File: config.mk
export PLATFORM = sky130hd
export DESIGN_NAME = key_filter
export DESIGN_NICKNAME = d
export VERILOG_FILES = /design/src/rtl/key_pkg.sv /design/src/rtl/key_sync.sv /design/src/rtl/key_filter.sv
export SDC_FILE = /design/constraint.sdc
export NUM_CORES = 1
export LEC_CHECK = 0
export CAP_MARGIN = 25
export CORE_MARGIN = 5
export CORE_UTILIZATION = 30
export CTS_CLUSTER_SIZE = 25
export DETAILED_ROUTE_END_ITERATION = 6
export PLACE_DENSITY = 0.5
export SLEW_MARGIN = 40
export SYNTH_ARGS = -nofsm -noshare
export SYNTH_HDL_FRONTEND = slang
export SYNTH_HIERARCHICAL = 1
export SYNTH_SLANG_ARGS = --single-unit
File: constraint.sdc
create_clock -name sys_clk -period 3.3 [get_ports sys_clk]
set_clock_uncertainty 0.1 [all_clocks]
set_input_delay 0.33 -clock sys_clk [delete_from_list [all_inputs] [get_ports sys_clk]]
set_output_delay 0.33 -clock sys_clk [all_outputs]
set_load 0.02 [all_outputs]
File: src/rtl/key_pkg.sv
// Shared definitions for the key debounce path: FSM state encoding and
// default timing constants for a 50 MHz system clock.
package key_pkg;

  localparam int CLK_FREQ_HZ  = 50_000_000;
  localparam int CNT_MAX_20MS = CLK_FREQ_HZ / 50;
  localparam int LONG_1S      = CLK_FREQ_HZ;

  typedef enum logic [1:0] {
    IDLE       = 2'd0,
    PRESS_FILT = 2'd1,
    DOWN       = 2'd2,
    REL_FILT   = 2'd3
  } key_state_e;

endpackage

File: src/rtl/key_sync.sv
// Two-flop synchronizer for an asynchronous single-bit input; both stages
// reset to RST_VAL so the downstream logic sees an idle level after reset.
module key_sync #(
  parameter logic RST_VAL = 1'b1
) (
  input  logic clk,
  input  logic rst_n,
  input  logic d,
  output logic q
);

  logic sync1_q;
  logic sync2_q;

  // Metastability chain.
  always_ff @(posedge clk or negedge rst_n) begin
    if (!rst_n) begin
      sync1_q <= RST_VAL;
      sync2_q <= RST_VAL;
    end else begin
      sync1_q <= d;
      sync2_q <= sync1_q;
    end
  end

  assign q = sync2_q;

endmodule

File: src/rtl/key_filter.sv
// Push-button debouncer: synchronizes the raw key, filters it through a
// four-state FSM and emits a clean level plus press/release/long/toggle events.
module key_filter
  import key_pkg::*;
#(
  parameter int   CNT_MAX      = CNT_MAX_20MS,
  parameter int   LONG_CNT_MAX = LONG_1S,
  parameter logic KEY_ACTIVE   = 1'b0
) (
  input  logic sys_clk,
  input  logic sys_rst_n,
  input  logic key_in,
  output logic key_value,
  output logic key_press,
  output logic key_release,
  output logic key_long,
  output logic key_toggle
);

  localparam int CW = $clog2(CNT_MAX);
  localparam int LW = $clog2(LONG_CNT_MAX);
  localparam logic [CW-1:0] CNT_LAST  = CW'(CNT_MAX - 1);
  localparam logic [LW-1:0] LCNT_LAST = LW'(LONG_CNT_MAX - 1);
  localparam logic [LW-1:0] LCNT_PRE  = LW'(LONG_CNT_MAX - 2);

  logic       sync2_s;
  logic       key_hit_s;
  key_state_e state_q, state_d;
  logic [CW-1:0] cnt_q, cnt_d;
  logic [LW-1:0] lcnt_q, lcnt_d;
  logic value_q, value_d;
  logic press_q, press_d;
  logic release_q, release_d;
  logic long_q, long_d;
  logic toggle_q, toggle_d;

  key_sync #(
    .RST_VAL (~KEY_ACTIVE)
  ) u_sync (
    .clk   (sys_clk),
    .rst_n (sys_rst_n),
    .d     (key_in),
    .q     (sync2_s)
  );

  assign key_hit_s = (sync2_s == KEY_ACTIVE);

  // Next-state, counter and output-event decode.
  always_comb begin
    state_d   = state_q;
    cnt_d     = cnt_q;
    lcnt_d    = lcnt_q;
    value_d   = value_q;
    toggle_d  = toggle_q;
    press_d   = 1'b0;
    release_d = 1'b0;
    long_d    = 1'b0;
    case (state_q)
      IDLE: begin
        cnt_d  = '0;
        lcnt_d = '0;
        if (key_hit_s) begin
          state_d = PRESS_FILT;
        end else begin
          state_d = IDLE;
        end
      end
      PRESS_FILT: begin
        if (!key_hit_s) begin
          state_d = IDLE;
          cnt_d   = '0;
        end else if (cnt_q == CNT_LAST) begin
          state_d  = DOWN;
          cnt_d    = '0;
          lcnt_d   = '0;
          press_d  = 1'b1;
          value_d  = 1'b1;
          toggle_d = ~toggle_q;
        end else begin
          cnt_d = cnt_q + CW'(1);
        end
      end
      DOWN: begin
        // lcnt saturates, so the long event can only fire once per press.
        if (lcnt_q != LCNT_LAST) begin
          lcnt_d = lcnt_q + LW'(1);
          long_d = (lcnt_q == LCNT_PRE);
        end else begin
          lcnt_d = lcnt_q;
        end
        if (!key_hit_s) begin
          state_d = REL_FILT;
          cnt_d   = '0;
        end else begin
          state_d = DOWN;
        end
      end
      REL_FILT: begin
        if (key_hit_s) begin
          state_d = DOWN;
        end else if (cnt_q == CNT_LAST) begin
          state_d   = IDLE;
          cnt_d     = '0;
          lcnt_d    = '0;
          release_d = 1'b1;
          value_d   = 1'b0;
        end else begin
          cnt_d = cnt_q + CW'(1);
        end
      end
      default: begin
        state_d = IDLE;
        cnt_d   = '0;
        lcnt_d  = '0;
        value_d = 1'b0;
      end
    endcase
  end

  // State, counters and registered outputs.
  always_ff @(posedge sys_clk or negedge sys_rst_n) begin
    if (!sys_rst_n) begin
      state_q   <= IDLE;
      cnt_q     <= '0;
      lcnt_q    <= '0;
      value_q   <= 1'b0;
      press_q   <= 1'b0;
      release_q <= 1'b0;
      long_q    <= 1'b0;
      toggle_q  <= 1'b0;
    end else begin
      state_q   <= state_d;
      cnt_q     <= cnt_d;
      lcnt_q    <= lcnt_d;
      value_q   <= value_d;
      press_q   <= press_d;
      release_q <= release_d;
      long_q    <= long_d;
      toggle_q  <= toggle_d;
    end
  end

  assign key_value   = value_q;
  assign key_press   = press_q;
  assign key_release = release_q;
  assign key_long    = long_q;
  assign key_toggle  = toggle_q;

endmodule
==> reports/results.tsv, run 1 <==
metric	value	unit
layout_min_cycle_time	2.80	ns
clk_pin_slew	0.11	ns
cts_setup_buffers	0	
cts_root_buf	clkbuf_8	
synth_most_common_cell	dfrtp_1	
fin_setup_tns	0	ns
status	completed	
syn_area	3050	sq um
gr-total-overflow	0	
numCtsBuffers	5	
drc	0	
synth.cells.most_frequent	dfrtp_1, nand2_1, nor2_1	
first_iter_violations	120	
path_buf_inv	1	
synthCells	326	
cp.arrival	2.91	ns
hold_path.class	reg -> reg	
antenna_cells	0	
utilization	34.4	%
critPathRequiredTime	3.41	ns
syn2layout_area_growth	10.7	%
synthTopCellsByArea	dfrtp_1, nand2_1, and3_1	
wl_per_cell	14.5	um
dieHeight	111	um
crit_path_start_kind	register	
critPathTopFamily	simple AND/OR/NAND/NOR gates	
die_w	111	um
core	9820	sq um
hp-start	u_sync/sync1_q	
grt_first_pass_wirelength	11900	um
setup_viol	0	
powerDensity	330	nW/um^2
syn_area_per_cell	9.35	sq um
synth_top_area_share	43.5	%
io_buffers	7	
grt_usage	11.5	%
synthArstFlopShare	100	%
vias	2489	
synth_flop_cell	dfrtp_1	
wirelength	6800	um
clock_latency	0.31	ns
cts_buffer_depth	2	
fill_cells	1052	
final_nets	341	
p_leak	1.44	nW
cts_tree	done	
rsz0062_at_grt	false	
fin_crit_sh	85.0	%
cts_sinks	55	
die_area	12300	sq um
maxCapViolations	0	
regArea	1380	sq um
worst_pin_slew	0.765	ns
grt_pass1_vias	2367	
synth_top_area_cell	dfrtp_1	
fmax	0.357	GHz
yosysUniqueCellTypes	52	
multiInputGateArea	1570	sq um
grt_max_degree	39	
ir_drop	0.000204	V
ys_warn_count	6	
synth_fp_nets	332	
crit_type	reg -> reg	
via_per_inst	5.31	
end_kind	register	
final_max_slew_viol_count	0	
synth-seq-cells	55	
worstPathMaxFanout	17	
cp-startpoint	cnt_q[10]	
synth-edff-count	0	
antenna_found_initial	0	
cts_hold_buffers	1	
rows	36	
ctsResizeCount	0	
worstReg2RegStart	cnt_q[10]	
cp_cell_sequence	or4_1, or4_4, o31ai_4, nand2_4, buf_4, a211o_1	
ios	8	
drive_gt1_share	8.93	%
initial_core_util	31.0	%
cpPeakStageDelay	0.58	ns
cp_slowest_cell	or4_1	
ant_nets	0	
routabilityCongestion	0.783	
dpl.hpwl	4640	um
slew_headroom	49.0	%
cts_htree_levels	2	
final_hold_viol_count	0	
seq_area_frac_synth	45.2	%
dr.pass1.iters	4	
worst paths after layout:
check,to,slack (ns),cells past startpoint
max,lcnt_q[19],0.50,6
min,u_sync/q,0.26,0
max reg2reg,lcnt_q[19],0.50,6
min reg2reg,u_sync/q,0.26,0
max in group asynchronous,u_sync/sync1_q,1.88,3
min in group asynchronous,lcnt_q[22],0.37,2
area by class of cell:
type	count	area share [%]
Timing Repair Buffer	16	4.00
Inverter	9	1.00
Sequential cell	55	40.9
Clock buffer	5	2.04
Clock inverter	3	0.742
Multi-Input combinational cell	248	46.4
Tap cell	133	4.93
worst register-to-register path: stages, from the launching register on:
cell and delay, ns:
dfrtp_1 0.45, or4_1 0.58, or4_4 0.57, o31ai_4 0.29, nand2_4 0.19, buf_4 0.23
a211o_1 0.29
per-stage QoR:
| stage | power [mW] | hold WS, ns | setup WS, ns | instance area, sq um | instances |
|---|---|---|---|---|---|
| 2_1_floorplan | 0.712 | -0.0656 | 0.750 | 3050 | 326 |
| 3_3_place_gp | 0.738 | 0.199 | 0.533 | 3270 | 460 |
| 3_5_place_dp | 0.738 | 0.198 | 0.503 | 3270 | 460 |
| 4_1_cts | 1.14 | 0.264 | 0.476 | 3370 | 469 |
| 5_1_grt | 1.17 | 0.268 | 0.348 | 3370 | 469 |
| 6_report | 1.11 | 0.261 | 0.496 | 3370 | 469 |
report_power, final:
part	internal (mW)	switching (mW)	total [mW]
Sequential	0.678	0.00373	0.681
Clock	0.152	0.236	0.389
Combinational	0.0112	0.0313	0.0425
Total	0.841	0.272	1.11
per-layer routing:
| layer | global-route usage [%] | wire length [um] |
|---|---|---|
| met1 | 15.7 | 3380 |
| met2 | 18.8 | 3170 |
| met3 | 2.57 | 211 |
| met4 | 2.46 | 44 |
| met5 | 0 | 0 |
state kept, by name, summed over array words and instances (netlist names), named ones only:
signal	cells
key_value	1
lcnt_q	26
state_q	1
key_toggle	1
cnt_q	20
key_long	1
u_sync/q	1
key_press	1
key_release	1
u_sync/sync1_q	1
placed cells by master, fill, tap and decap left out, types with 4 or more instances in the layout:
master,netlist,final
a211o_1,8,8
a21oi_1,7,7
a22o_1,8,8
a31oi_1,7,7
and2_1,6,6
and3_1,15,15
buf_4,0,8
clkbuf_8,0,5
clkdlybuf4s50_1,0,6
dfrtp_1,53,53
inv_1,9,9
nand2_1,30,30
nand3_1,18,18
nand4_1,10,10
nor2_1,24,24
nor2b_1,4,4
nor3_1,15,15
nor4_1,15,15
o21ai_0,15,15
or4_1,4,4
xnor2_1,8,8
xor2_1,7,7
kinds of logic after synthesis:
kind of cell               count (synthesis)  synth area share, %
xor gates and xnor gates                  15                 4.31
DFF                                       55                 45.2
muxes                                      3                 1.03
AOI/OAI and AO/OA                         69                 16.9
and+or+nand+nor                          158                 28.0
buffers and inverters                     23                 3.37
adders and majority gates                  3                 1.23
Note: power is estimated with default switching activity, not from simulation.
==> run 2, diff against run 1 <==
- clock period: 3.3 -> 2.7 ns (I/O delays scaled with it)
==> reports/results.tsv, run 2 (same netlist as run 1, synthesis figures left out) <==
metric	value	unit	change
grt_pass1_vias	2430		+2.7%
wirelength	6970	um	+2.4%
syn2layout_area_growth	14.4	%	
end_kind	register		
slew_headroom	47.8	%	-1.2 points
final_nets	354		+3.8%
regMostFlops	lcnt_q		
cts_setup_buffers	0		unchanged
total_power	1.38	mW	+24%
p_leak	1.51	nW	+5.2%
rsz0062_at_grt	false		
critPathRequiredTime	2.81	ns	-0.60 ns
status	completed		
gr-total-overflow	0		unchanged
place_area	3370	sq um	+3.0%
final_common_cell	dfrtp_1		
r2r-end	lcnt_q[17]		
worstRegToRegCells	5		-1
cp_cell_sequence	or4_1, or4_4, o31ai_4, nand2_8, a221o_1		
clock_latency	0.31	ns	about the same
io_buffers	7		unchanged
cts_htree_levels	2		unchanged
critPathTopFamily	simple AND/OR/NAND/NOR gates		
final_max_slew_viol_count	0		unchanged
grtUsageMet2	19.5	%	+0.65 points
worst_hold_slack	0.257	ns	-0.00473 ns
via_per_inst	5.28		-0.47%
fill_cells	1065		+1.2%
ios	8		unchanged
dieHeight	111	um	unchanged
hp-start	key_in		
wl_per_cell	14.5	um	-0.37%
core	9820	sq um	unchanged
final_cells	482		+2.8%
die_area	12300	sq um	unchanged
cp-startpoint	cnt_q[10]		
final_cell_mix	dfrtp_1, nand2_1, nor2_1, buf_4, nand3_1		
setup_viol	0		unchanged
dr.pass1.iters	4		unchanged
drc	0		unchanged
dpl.hpwl	4750	um	+2.3%
clk_pin_slew	0.11	ns	about the same
cts_sinks	55		unchanged
grt_usage	11.8	%	+0.28 points
holdPathStages	1		+1
antenna_cells	0		unchanged
top_usage_layer	met2		
path_buf_inv	0		-1
vias	2546		+2.3%
hold_path.class	in -> reg		
cp.arrival	2.71	ns	-0.20 ns
cts_tree	done		
worstPathMaxFanout	25		+8
grt_use_met1	16.2	%	+0.49 points
routabilityCongestion	0.767		-2.0%
reg_top3	lcnt_q: 26 flops, cnt_q: 20 flops		
worst_pin_slew	0.783	ns	+0.0186 ns
cts_buffer_depth	2		unchanged
rows	36		unchanged
cpPeakStageDelay	0.57	ns	about the same
cp.depth	5		-1
layout_min_cycle_time	2.60	ns	-0.209 ns
min_to	u_sync/sync1_q		
fin_setup_tns	0	ns	unchanged
powerDensity	396	nW/um^2	+20%
worstReg2RegStart	cnt_q[10]		
fin_crit_sh	96.1	%	+11 points
largest_register_ffs	26		unchanged
fmax	0.385	GHz	+8.0%
die_w	111	um	unchanged
crit_path_start_kind	register		
first_iter_violations	95		-21%
cp_slowest_cell	or4_4		
cts_root_buf	clkbuf_8		
ant_nets	0		unchanged
maxCapViolations	0		unchanged
drive_gt1_share	12.0	%	+3.1 points
final_hold_viol_count	0		unchanged
ir_drop	0.000214	V	+5.1%
final_area	3490	sq um	+3.3%
grt_max_degree	56		+44%
rrSetupSlack	0.10	ns	-0.39 ns
grtUsageMet3	2.24	%	-0.33 points
antenna_found_initial	0		unchanged
dp.cells	473		+2.8%
grt_first_pass_wirelength	12300	um	+3.0%
numCtsBuffers	5		unchanged
initial_core_util	31.0	%	unchanged
crit_type	reg -> reg		
==> run 2: cell count changes in the layout (fill, tap and decap cells not counted), sizes merged <==
cell | before | now
buf | 9 | 22
clkbuf | 5 | 7
clkinv | 2 | 1
clkinvlp | 1 | 0
==> run 2: worst max-delay path by stage <==
stage	to	slack, ns
global placement	lcnt_q[23]	0.08
floorplan	lcnt_q[19]	0.15
detailed placement	lcnt_q[17]	0.05
CTS	lcnt_q[17]	0.03
global route	lcnt_q[17]	0.006
finish	lcnt_q[17]	0.10
==> run 2: timing repair <==
| item | in CTS | in global routing |
|---|---|---|
| setup endpoints to repair | 0 | 6 |
| hold buffers | 0 | 1 |
| hold endpoints to repair | 0 | 53 |
| resized for setup | 0 | 1 |
==> run 2: worst reg2reg max path: cells and delay by family (launching register included) <==
kind	cells	cell delay [ns]
AO/OA/AOI/OAI	2	0.70
flip-flops	1	0.39
AND/OR/NAND/NOR	3	1.30
==> run 2: through the flow <==
step / worst slack (ns) / utilization (%)
finish: 0.104 / 35.5
global route: 0.00631 / 35.5
CTS: 0.0294 / 35.3
detailed placement: 0.0461 / 34.3
global placement: 0.0835 / 34.3
floorplan: 0.150 / -
==> run 2: area by class of cell <==
type	instances	area, sq um	share of cell area, %
Clock buffer	7	86.3	2.48
Clock inverter	1	8.76	0.251
Inverter	9	33.8	0.969
Multi-Input combinational cell	248	1580	45.2
Sequential cell	55	1380	39.6
Tap cell	133	166	4.77
Timing Repair Buffer	29	236	6.78
==> run 2: metal layers <==
metal	part of all wire (%)	up-vias	wire length, um
met5	0	-	0
met1	49	1257	3430
met3	2.5	5	177
met4	0.73	0	51
met2	47	25	3300
li1	-	1259	-
==> run 2: power by group <==
group | leakage, nW | switching [mW] | internal (mW)
clock | 0.0484 | 0.284 | 0.211
sequential | 0.758 | 0.00441 | 0.828
combinational | 0.704 | 0.0388 | 0.0151
total | 1.51 | 0.327 | 1.05
==> run 3, diff against run 2 <==
- SKIP_CTS_REPAIR_TIMING: not set -> 1
- SLEW_MARGIN: 40 -> 20
==> reports/results.tsv, run 3 (same netlist as run 1, synthesis figures left out) <==
metric	value	unit	change
drc	0		unchanged
cts_sinks	55		unchanged
wl_per_cell	14.4	um	-0.11%
numCtsBuffers	5		unchanged
cts_buffer_depth	2		unchanged
ant_nets	0		unchanged
drive_gt1_share	12.1	%	+0.035 points
via_per_inst	5.29		+0.21%
maxCapViolations	0		unchanged
place_area	3370	sq um	unchanged
dieHeight	111	um	unchanged
status	complete, but fails checks		
rrSetupSlack	0.11	ns	about the same
crit_path_start_kind	register		
dpl.hpwl	4750	um	unchanged
die_w	111	um	unchanged
vias	2546		unchanged
regMostFlops	lcnt_q		
final_area	3470	sq um	-0.39%
cts_root_buf	clkbuf_8		
wl_met1	3410	um	-0.55%
cts_htree_levels	2		unchanged
dp_worst_setup_slack	0.0461	ns	unchanged
gr-total-overflow	0		unchanged
dr.pass1.iters	4		unchanged
cp.arrival	2.70	ns	about the same
ir_drop	0.000213	V	-0.28%
wirelength	6940	um	-0.32%
die_area	12300	sq um	unchanged
r2r-end	lcnt_q[17]		
largest_register_ffs	26		unchanged
worstReg2RegStart	cnt_q[10]		
reg_top3	lcnt_q: 26 flops, cnt_q: 20 flops		
grt_first_pass_wirelength	12300	um	unchanged
timing.final.ws_setup	0.107	ns	+0.00247 ns
core	9820	sq um	unchanged
final_max_slew_viol_count	0		unchanged
fin_setup_tns	0	ns	unchanged
antenna_found_initial	0		unchanged
final_cells	481		-0.21%
violations	hold timing		
cts_tree	done		
syn2layout_area_growth	13.9	%	
rsz0062_at_grt	false		
hold_path.class	in -> async		
grt_usage	11.8	%	unchanged
slew_headroom	48.1	%	+0.27 points
final_common_cell	dfrtp_1		
initial_core_util	31.0	%	unchanged
fmax	0.386	GHz	about the same
final_nets	353		-0.28%
met2_length	3300	um	-0.24%
io_buffers	7		unchanged
fin_crit_sh	96.0	%	about the same
setup_viol	0		unchanged
powerDensity	397	nW/um^2	+0.21%
antenna_cells	0		unchanged
crit_type	reg -> reg		
dp.cells	473		unchanged
final_hold_viol_count	14		+14
first_iter_violations	110		+16%
p_leak	1.51	nW	-0.36%
clock_latency	0.31	ns	about the same
grt_pass1_vias	2430		unchanged
final_cell_mix	dfrtp_1, nand2_1, nor2_1, buf_4, nand3_1		
ios	8		unchanged
rows	36		unchanged
fill_cells	1066		+0.094%
clk_pin_slew	0.11	ns	about the same
routabilityCongestion	0.767		unchanged
wl_met3	181	um	+2.3%
worst_pin_slew	0.779	ns	-0.00402 ns
dr.max_layer_used	met4		
end_kind	register		
worstRegToRegCells	5		unchanged
worst_hold_slack	-0.00371	ns	-0.260 ns
grt_max_degree	56		unchanged
worstPathMaxFanout	25		unchanged
layout_min_cycle_time	2.59	ns	-0.00247 ns
critPathRequiredTime	2.81	ns	about the same
-- run 3: cell count changes in the layout (fill, tap and decap cells not counted), sizes merged --
| cell | change |
|---|---|
| dlygate4sd3 | -1 |
-- run 3: layout make-up --
type | instances | area [sq um] | share of cell area, %
multi-input cells | 248 | 1580 | 45.4
flip-flops and latches | 55 | 1380 | 39.7
repair buffers | 28 | 223 | 6.41
well taps | 133 | 166 | 4.79
clock buffers | 7 | 86.3 | 2.49
inverters | 9 | 33.8 | 0.973
clock inverters | 1 | 8.76 | 0.252
-- run 3: per-layer routing --
metal	vias up	GRT usage, %
met4	0	2.46
met5	-	0
met1	1259	16.2
li1	1258	-
met3	5	2.24
met2	24	19.5
-- run 3: worst max-delay path, stage by stage, from the launching register on --
cell	delay, ns
dfrtp_1	0.39
or4_1	0.55
or4_4	0.57
o31ai_4	0.31
nand2_8	0.18
a221o_1	0.38
-- run 3: worst max-delay path by stage --
stage / start / endpoint / slack [ns] / depth (start not counted)
finish: cnt_q[10] / lcnt_q[17] / 0.11 / 5
global route: cnt_q[10] / lcnt_q[17] / 0.006 / 5
CTS: cnt_q[10] / lcnt_q[17] / 0.03 / 5
detailed placement: cnt_q[10] / lcnt_q[17] / 0.05 / 5
global placement: cnt_q[10] / lcnt_q[23] / 0.08 / 5
floorplan: cnt_q[6] / lcnt_q[19] / 0.15 / 7
-- run 3: where the power goes --
part,total [mW],switching (mW),internal (mW)
logic,0.0519,0.0383,0.0136
registers,0.832,0.00441,0.828
clock network,0.495,0.283,0.211
total,1.38,0.326,1.05
-- run 3: stage by stage --
stage	utilization [%]	power, mW
6_report	35.4	1.38
5_1_grt	35.4	1.45
4_1_cts	35.3	1.40
3_5_place_dp	34.3	0.901
3_3_place_gp	34.3	0.902
2_1_floorplan	-	0.871
